<file path="config.mk">
export PLATFORM = sky130hd
export DESIGN_NAME = usb_pkt_rx
export DESIGN_NICKNAME = d
export VERILOG_FILES = /design/src/rtl/usb_pkt_rx.sv
export SDC_FILE = /design/constraint.sdc
export NUM_CORES = 1
export LEC_CHECK = 0
export BUFFER_PORTS_ARGS = -buffer_cell sky130_fd_sc_hd__buf_2
export CAP_MARGIN = 20
export CORE_MARGIN = 2
export CORE_UTILIZATION = 25
export CTS_CLUSTER_DIAMETER = 40
export DETAILED_ROUTE_END_ITERATION = 16
export RECOVER_POWER = 25
export REMOVE_ABC_BUFFERS = 1
export SLEW_MARGIN = 20
export SYNTH_ARGS = -nofsm -noshare
export SYNTH_HDL_FRONTEND = slang
export SYNTH_SLANG_ARGS = --single-unit
</file>
<file path="constraint.sdc">
create_clock -name clk -period 3.8 [get_ports clk]
set_input_delay 0.38 -clock clk [delete_from_list [all_inputs] [get_ports clk]]
set_output_delay 0.38 -clock clk [all_outputs]
set_load 0.03 [all_outputs]
</file>
<file path="src/rtl/usb_pkt_rx.sv">
// usb_pkt_rx: packet-level receive controller behind usb_rx; validates PID, checks CRC5/CRC16,
// strips the data CRC and reports one result pulse per packet.
module usb_pkt_rx #(
  parameter int MAX_PAYLOAD = 8
) (
  input  logic       clk,
  input  logic       reset,
  input  logic       rx_active,
  input  logic       rx_valid,
  input  logic [7:0] rx_data,
  input  logic       rx_error,
  output logic [3:0] pid,
  output logic       token_valid,
  output logic [6:0] token_addr,
  output logic [3:0] token_endp,
  output logic       hsk_valid,
  output logic       out_valid,
  output logic [7:0] out_data,
  output logic       data_end,
  output logic       crc_ok,
  output logic       pkt_error
);
  localparam int CW = $clog2(MAX_PAYLOAD + 4);
  typedef enum logic [2:0] {IDLE, PID, TOK1, TOK2, TEND, DATA, HSK, DISCARD} state_t;
  state_t st, st_b;
  logic [7:0] pid_b, h0, h1;
  logic [15:0] tok, tok_n, crc16, crc16_n;
  logic [4:0] crc5, crc5_n;
  logic [CW-1:0] cnt, cnt_n;
  logic rst_q, tok_byte, dat_byte, pid_ok, is_tok, is_dat, is_hsk;
  function automatic logic [4:0] crc5_upd(input logic [4:0] c, input logic [7:0] d);
    logic [4:0] r;
    r = c;
    for (int i = 0; i < 8; i++) r = {r[3:0], 1'b0} ^ ((r[4] ^ d[i]) ? 5'h05 : 5'h00);
    return r;
  endfunction
  function automatic logic [15:0] crc16_upd(input logic [15:0] c, input logic [7:0] d);
    logic [15:0] r;
    r = c;
    for (int i = 0; i < 8; i++) r = {r[14:0], 1'b0} ^ ((r[15] ^ d[i]) ? 16'h8005 : 16'h0000);
    return r;
  endfunction
  assign pid_ok = pid_b[3:0] == ~pid_b[7:4];
  assign is_tok = pid_b[3:0] inside {4'b0001, 4'b1001, 4'b1101};
  assign is_dat = pid_b[3:0] inside {4'b0011, 4'b1011};
  assign is_hsk = pid_b[3:0] inside {4'b0010, 4'b1010, 4'b1110};
  // st_b is the state after consuming this cycle's byte, before end-of-packet is applied
  always_comb begin
    tok_byte = rx_valid && (st == TOK1 || st == TOK2);
    dat_byte = rx_valid && st == DATA;
    crc5_n = tok_byte ? crc5_upd(crc5, rx_data) : crc5;
    tok_n = tok_byte ? {rx_data, tok[15:8]} : tok;
    crc16_n = dat_byte ? crc16_upd(crc16, rx_data) : crc16;
    cnt_n = dat_byte ? cnt + CW'(1) : cnt;
    case (st)
      IDLE: st_b = (rx_active && rst_q) ? DISCARD : (rx_active && rx_valid) ? PID : IDLE;
      PID: st_b = !rx_active ? PID : !pid_ok ? DISCARD : is_tok ? TOK1 : is_dat ? DATA : is_hsk ? HSK : DISCARD;
      TOK1: st_b = rx_valid ? TOK2 : TOK1;
      TOK2: st_b = rx_valid ? TEND : TOK2;
      TEND, HSK: st_b = rx_valid ? DISCARD : st;
      DATA: st_b = (cnt_n > CW'(MAX_PAYLOAD + 2)) ? DISCARD : DATA;
      default: st_b = DISCARD;
    endcase
    if (rx_active && rx_error) st_b = DISCARD;
  end
  always_ff @(posedge clk) begin
    if (reset) begin
      st <= IDLE;
      rst_q <= 1'b1;
      crc5 <= '1;
      crc16 <= '1;
      cnt <= '0;
      tok <= '0;
      pid_b <= '0;
      h0 <= '0;
      h1 <= '0;
      pid <= '0;
      token_addr <= '0;
      token_endp <= '0;
      out_data <= '0;
      {token_valid, hsk_valid, out_valid, data_end, crc_ok, pkt_error} <= '0;
    end else begin
      rst_q <= 1'b0;
      {token_valid, hsk_valid, out_valid, data_end, crc_ok, pkt_error} <= '0;
      crc5 <= crc5_n;
      crc16 <= crc16_n;
      cnt <= cnt_n;
      tok <= tok_n;
      st <= st_b;
      if (st == IDLE && rx_valid) pid_b <= rx_data;
      if (dat_byte && st_b == DATA) begin
        h0 <= h1;
        h1 <= rx_data;
        if (cnt >= CW'(2)) begin
          out_valid <= 1'b1;
          out_data <= h0;
        end
      end
      if (!rx_active && st != IDLE) begin
        st <= IDLE;
        crc5 <= '1;
        crc16 <= '1;
        cnt <= '0;
        case (st_b)
          TEND: if (crc5_n == 5'b01100) begin
            token_valid <= 1'b1;
            pid <= pid_b[3:0];
            token_addr <= tok_n[6:0];
            token_endp <= tok_n[10:7];
          end else pkt_error <= 1'b1;
          HSK: begin
            hsk_valid <= 1'b1;
            pid <= pid_b[3:0];
          end
          DATA: if (cnt_n < CW'(2)) pkt_error <= 1'b1;
          else begin
            data_end <= 1'b1;
            crc_ok <= crc16_n == 16'h800D;
            pid <= pid_b[3:0];
          end
          default: pkt_error <= 1'b1;
        endcase
      end
    end
  end
endmodule

</file>
==> impl_metrics.csv <==
group,metric,value,unit
power,p_per_area,474.5,nW/um2
routing,viasPerCell,4.441,
synth,ys_top_cells_by_count,"dfxtp_1, nand2_1, nor2_1, a21oi_1, mux2i_1",
place,io_buffers,41,
sta,final-hold-violation-count,0,
sta,finClkSkew,0.01089,ns
die,start_util,0.2547,
sta,worst_pin_slew,1.831,ns
layout,finalCoreUtilization,0.2935,
critical_path,crit_type,"reg2reg",
die,die_w,136.5,um
synth,yosysUniqueCellTypes,52,
layout,layout.nets,522,
global_routing,grt_pass1_vias,3041,
synth,yosysWarnings,0,
critical_path,startpoint_type,"flip-flop",
critical_path,crit_path_end,"token_addr[2]",
layout,fillCellCount,1806,
sta,max_freq,344.3,MHz
power,peakVddDrop,209.7,uV
synth,synth_edf_count,0,
critical_path,cp_max_fo,24,
synth,syn_area_per_cell,9.147,um2
routing,drc_errors,0,
synth,synth.largest_area_cell,"dfxtp_1",
sta,setup_viol,0,
sta,slew_headroom,-0.2208,
synth,synth_top_area_frac,0.4469,
clock_tree,hold_buffers,0,
critical_path,cp_data_required_time,4.04,ns
global_routing,grt_pass1_wl,15730,um
layout,fin_area,5059,um2
global_routing,grt_overflow,0,
routing,first_pass_iters,4,
sta,min_period,2.905,ns
critical_path,r2r_cells,8,
global_routing,grt_start_max_net_pins,46,
power,leakage,1.828,nW
clock_tree,clockBufferDepth,2,
critical_path,critPathCaptureType,"flip-flop",
die,core_region_area,17240,um2
synth,synth_area,4390,um2
clock_tree,h-tree-depth,3,
synth,ys_seq_area_frac,0.4469,
critical_path,crit_start,"st[1]",
die,die_h,136.5,um
place,dpl.hpwl,6577,um
routing,first_iter_violations,225,
place,gp_congestion,0.8019,
die,io_pins,42,
layout,areaGrowthSynthToFinish,15.22,%
clock_tree,cts-root-buf,"clkbuf_16",
critical_path,r2r_end,"token_addr[2]",
sta,grt_setup_unrepaired,"false",
synth,yosys_most_used_dff,"dfxtp_1",
run_status,status,"finished, violations left",
clock_tree,clk_pin_slew,0.07,ns
synth,synth.most_common_cell,"dfxtp_1",
layout,antennaDiodeCount,0,
global_routing,antenna_found_initial,0,
routing,dr_total_vias,3273,
clock_tree,clk_latency,0.35,ns
synth,async_flop_share,0,
sta,min_period_over_period,0.7643,
place,place_area,4787,um2
place,dp.cells,721,
critical_path,worstPathArrival,3.14,ns
global_routing,gr-usage-all-layers,0.1077,
critical_path,r2r-start,"st[1]",
clock_tree,clock-sinks,98,
synth,syn_inst,480,
clock_tree,cts_resized,0,
clock_tree,tritoncts,"done",
synth,synth_seq_cells,98,
clock_tree,post_cts_buffers,0,
routing,postRouteAntennaNets,0,
synth,yosys-top-cells-area,"dfxtp_1, nand2_1, mux2i_1",
sta,finalSetupTns,0,ns
critical_path,reg2reg_setup_slack,0.90,ns
routing,wl_per_cell,13.10,um
clock_tree,numCtsBuffers,9,
worst_hold_path,hp-start,"rx_active",
die,core.rowCount,48,
job,drv_cap,1,
worst_hold_path,hp-class,"in2reg",
worst_hold_path,hold_path_depth,2,
run_status,violations,"capacitance limit, slew limit",
die,die_area,18640,um2
sta,drv_slew,46,
layout,final_cell_count_no_fill,737,
routing,drt_wl_total,9653,um
layout,drive_gt1_frac,0.09961,
## per-layer routing
| metal | track usage | part of all wire | up-vias |
|---|---|---|---|
| met5 | 0 | 0 | - |
| met4 | 0.04167 | 0.015 | 0 |
| met3 | 0.02370 | 0.033 | 10 |
| met2 | 0.1633 | 0.45 | 53 |
| met1 | 0.1487 | 0.50 | 1523 |
| li1 | - | - | 1687 |
## how the worst min path moves through the flow
stage | endpoint | slack (ns)
after floorplan | rst_q | 0.41
after global placement | tok[15] | 0.45
after detailed placement | tok[12] | 0.45
after CTS | pkt_error | 0.29
after global routing | pkt_error | 0.32
final | pkt_error | 0.31
## through the flow
stage          hold slack [ns]  worst slack [ns]  power [mW]
2_1_floorplan           0.4077           -0.2072       1.370
3_3_place_gp            0.4458            0.8121       1.472
3_5_place_dp            0.4493            0.7726       1.471
4_1_cts                 0.2912            0.8896       2.429
5_1_grt                 0.3240            0.7170       2.510
6_report                0.3082            0.8955       2.400
## cells by family (layout without fill, tap and decap cells)
| group | count (synthesis) | in the layout | share of synthesized area |
|---|---|---|---|
| and+or+nand+nor | 197 | 197 | 0.2183 |
| DFF | 98 | 98 | 0.4469 |
| AOI/OAI and AO/OA | 65 | 65 | 0.09262 |
| xor gates and xnor gates | 41 | 41 | 0.09775 |
| muxes | 40 | 40 | 0.1029 |
| buffers and inverters | 37 | 69 | 0.03591 |
| adders and majority gates | 2 | 2 | 0.005699 |
## area by class of cell
class,instances,area [um2],share of cell area
inverters,6,22.52,0.004452
multi-input cells,345,2271,0.4489
clock buffers,10,239.0,0.04724
flip-flops and latches,98,1962,0.3878
repair buffers,47,210.2,0.04155
well taps,225,281.5,0.05565
clock inverters,6,72.57,0.01435
## layout by cell type (no fill, tap or decap), types with 3 or more instances in the layout
| master | n |
|---|---|
| dfxtp_1 | 98 |
| nand2_1 | 84 |
| nor2_1 | 38 |
| a21oi_1 | 32 |
| clkbuf_1 | 30 |
| mux2i_1 | 29 |
| xnor2_1 | 26 |
| nand2b_1 | 14 |
| nor2b_1 | 13 |
| o211ai_1 | 12 |
| buf_2 | 12 |
| xor2_1 | 10 |
| mux2_4 | 10 |
| clkbuf_16 | 9 |
| nor3_1 | 8 |
| nand3_1 | 7 |
| inv_1 | 6 |
| nand4_1 | 5 |
| buf_4 | 5 |
| xnor3_1 | 4 |
| a31oi_1 | 4 |
| nor4bb_1 | 4 |
| and3_1 | 4 |
| and2_1 | 3 |
| o21ai_0 | 3 |
| nor4_1 | 3 |
## registers in the layout (all words and copies together), names as in the netlist
| name | cells |
|---|---|
| token_addr | 7 |
| crc_ok | 1 |
| pid | 4 |
| hsk_valid | 1 |
| token_valid | 1 |
| token_endp | 4 |
| out_valid | 1 |
| cnt | 4 |
| out_data | 8 |
| crc5 | 5 |
| pkt_error | 1 |
| pid_b | 8 |
| crc16 | 16 |
| h0 | 8 |
| st | 3 |
| h1 | 8 |
| data_end | 1 |
| tok | 16 |
| rst_q | 1 |
## report_power, final
group / total (mW) / switching (mW) / internal, mW
clock network: 0.953 / 0.415 / 0.538
registers: 1.10 / 0.0416 / 1.06
logic: 0.345 / 0.204 / 0.142
total: 2.40 / 0.660 / 1.74
## critical path, cell delays in order, from the launching register on
cell and delay (ns):
dfxtp_1 0.52, inv_1 0.16, or2_2 0.51, o21bai_1 0.21, a31oi_1 0.10, and4bb_1 0.29
o211ai_2 0.13, or3_4 0.54, mux2_4 0.33
Power figures use the tool's default switching activity.
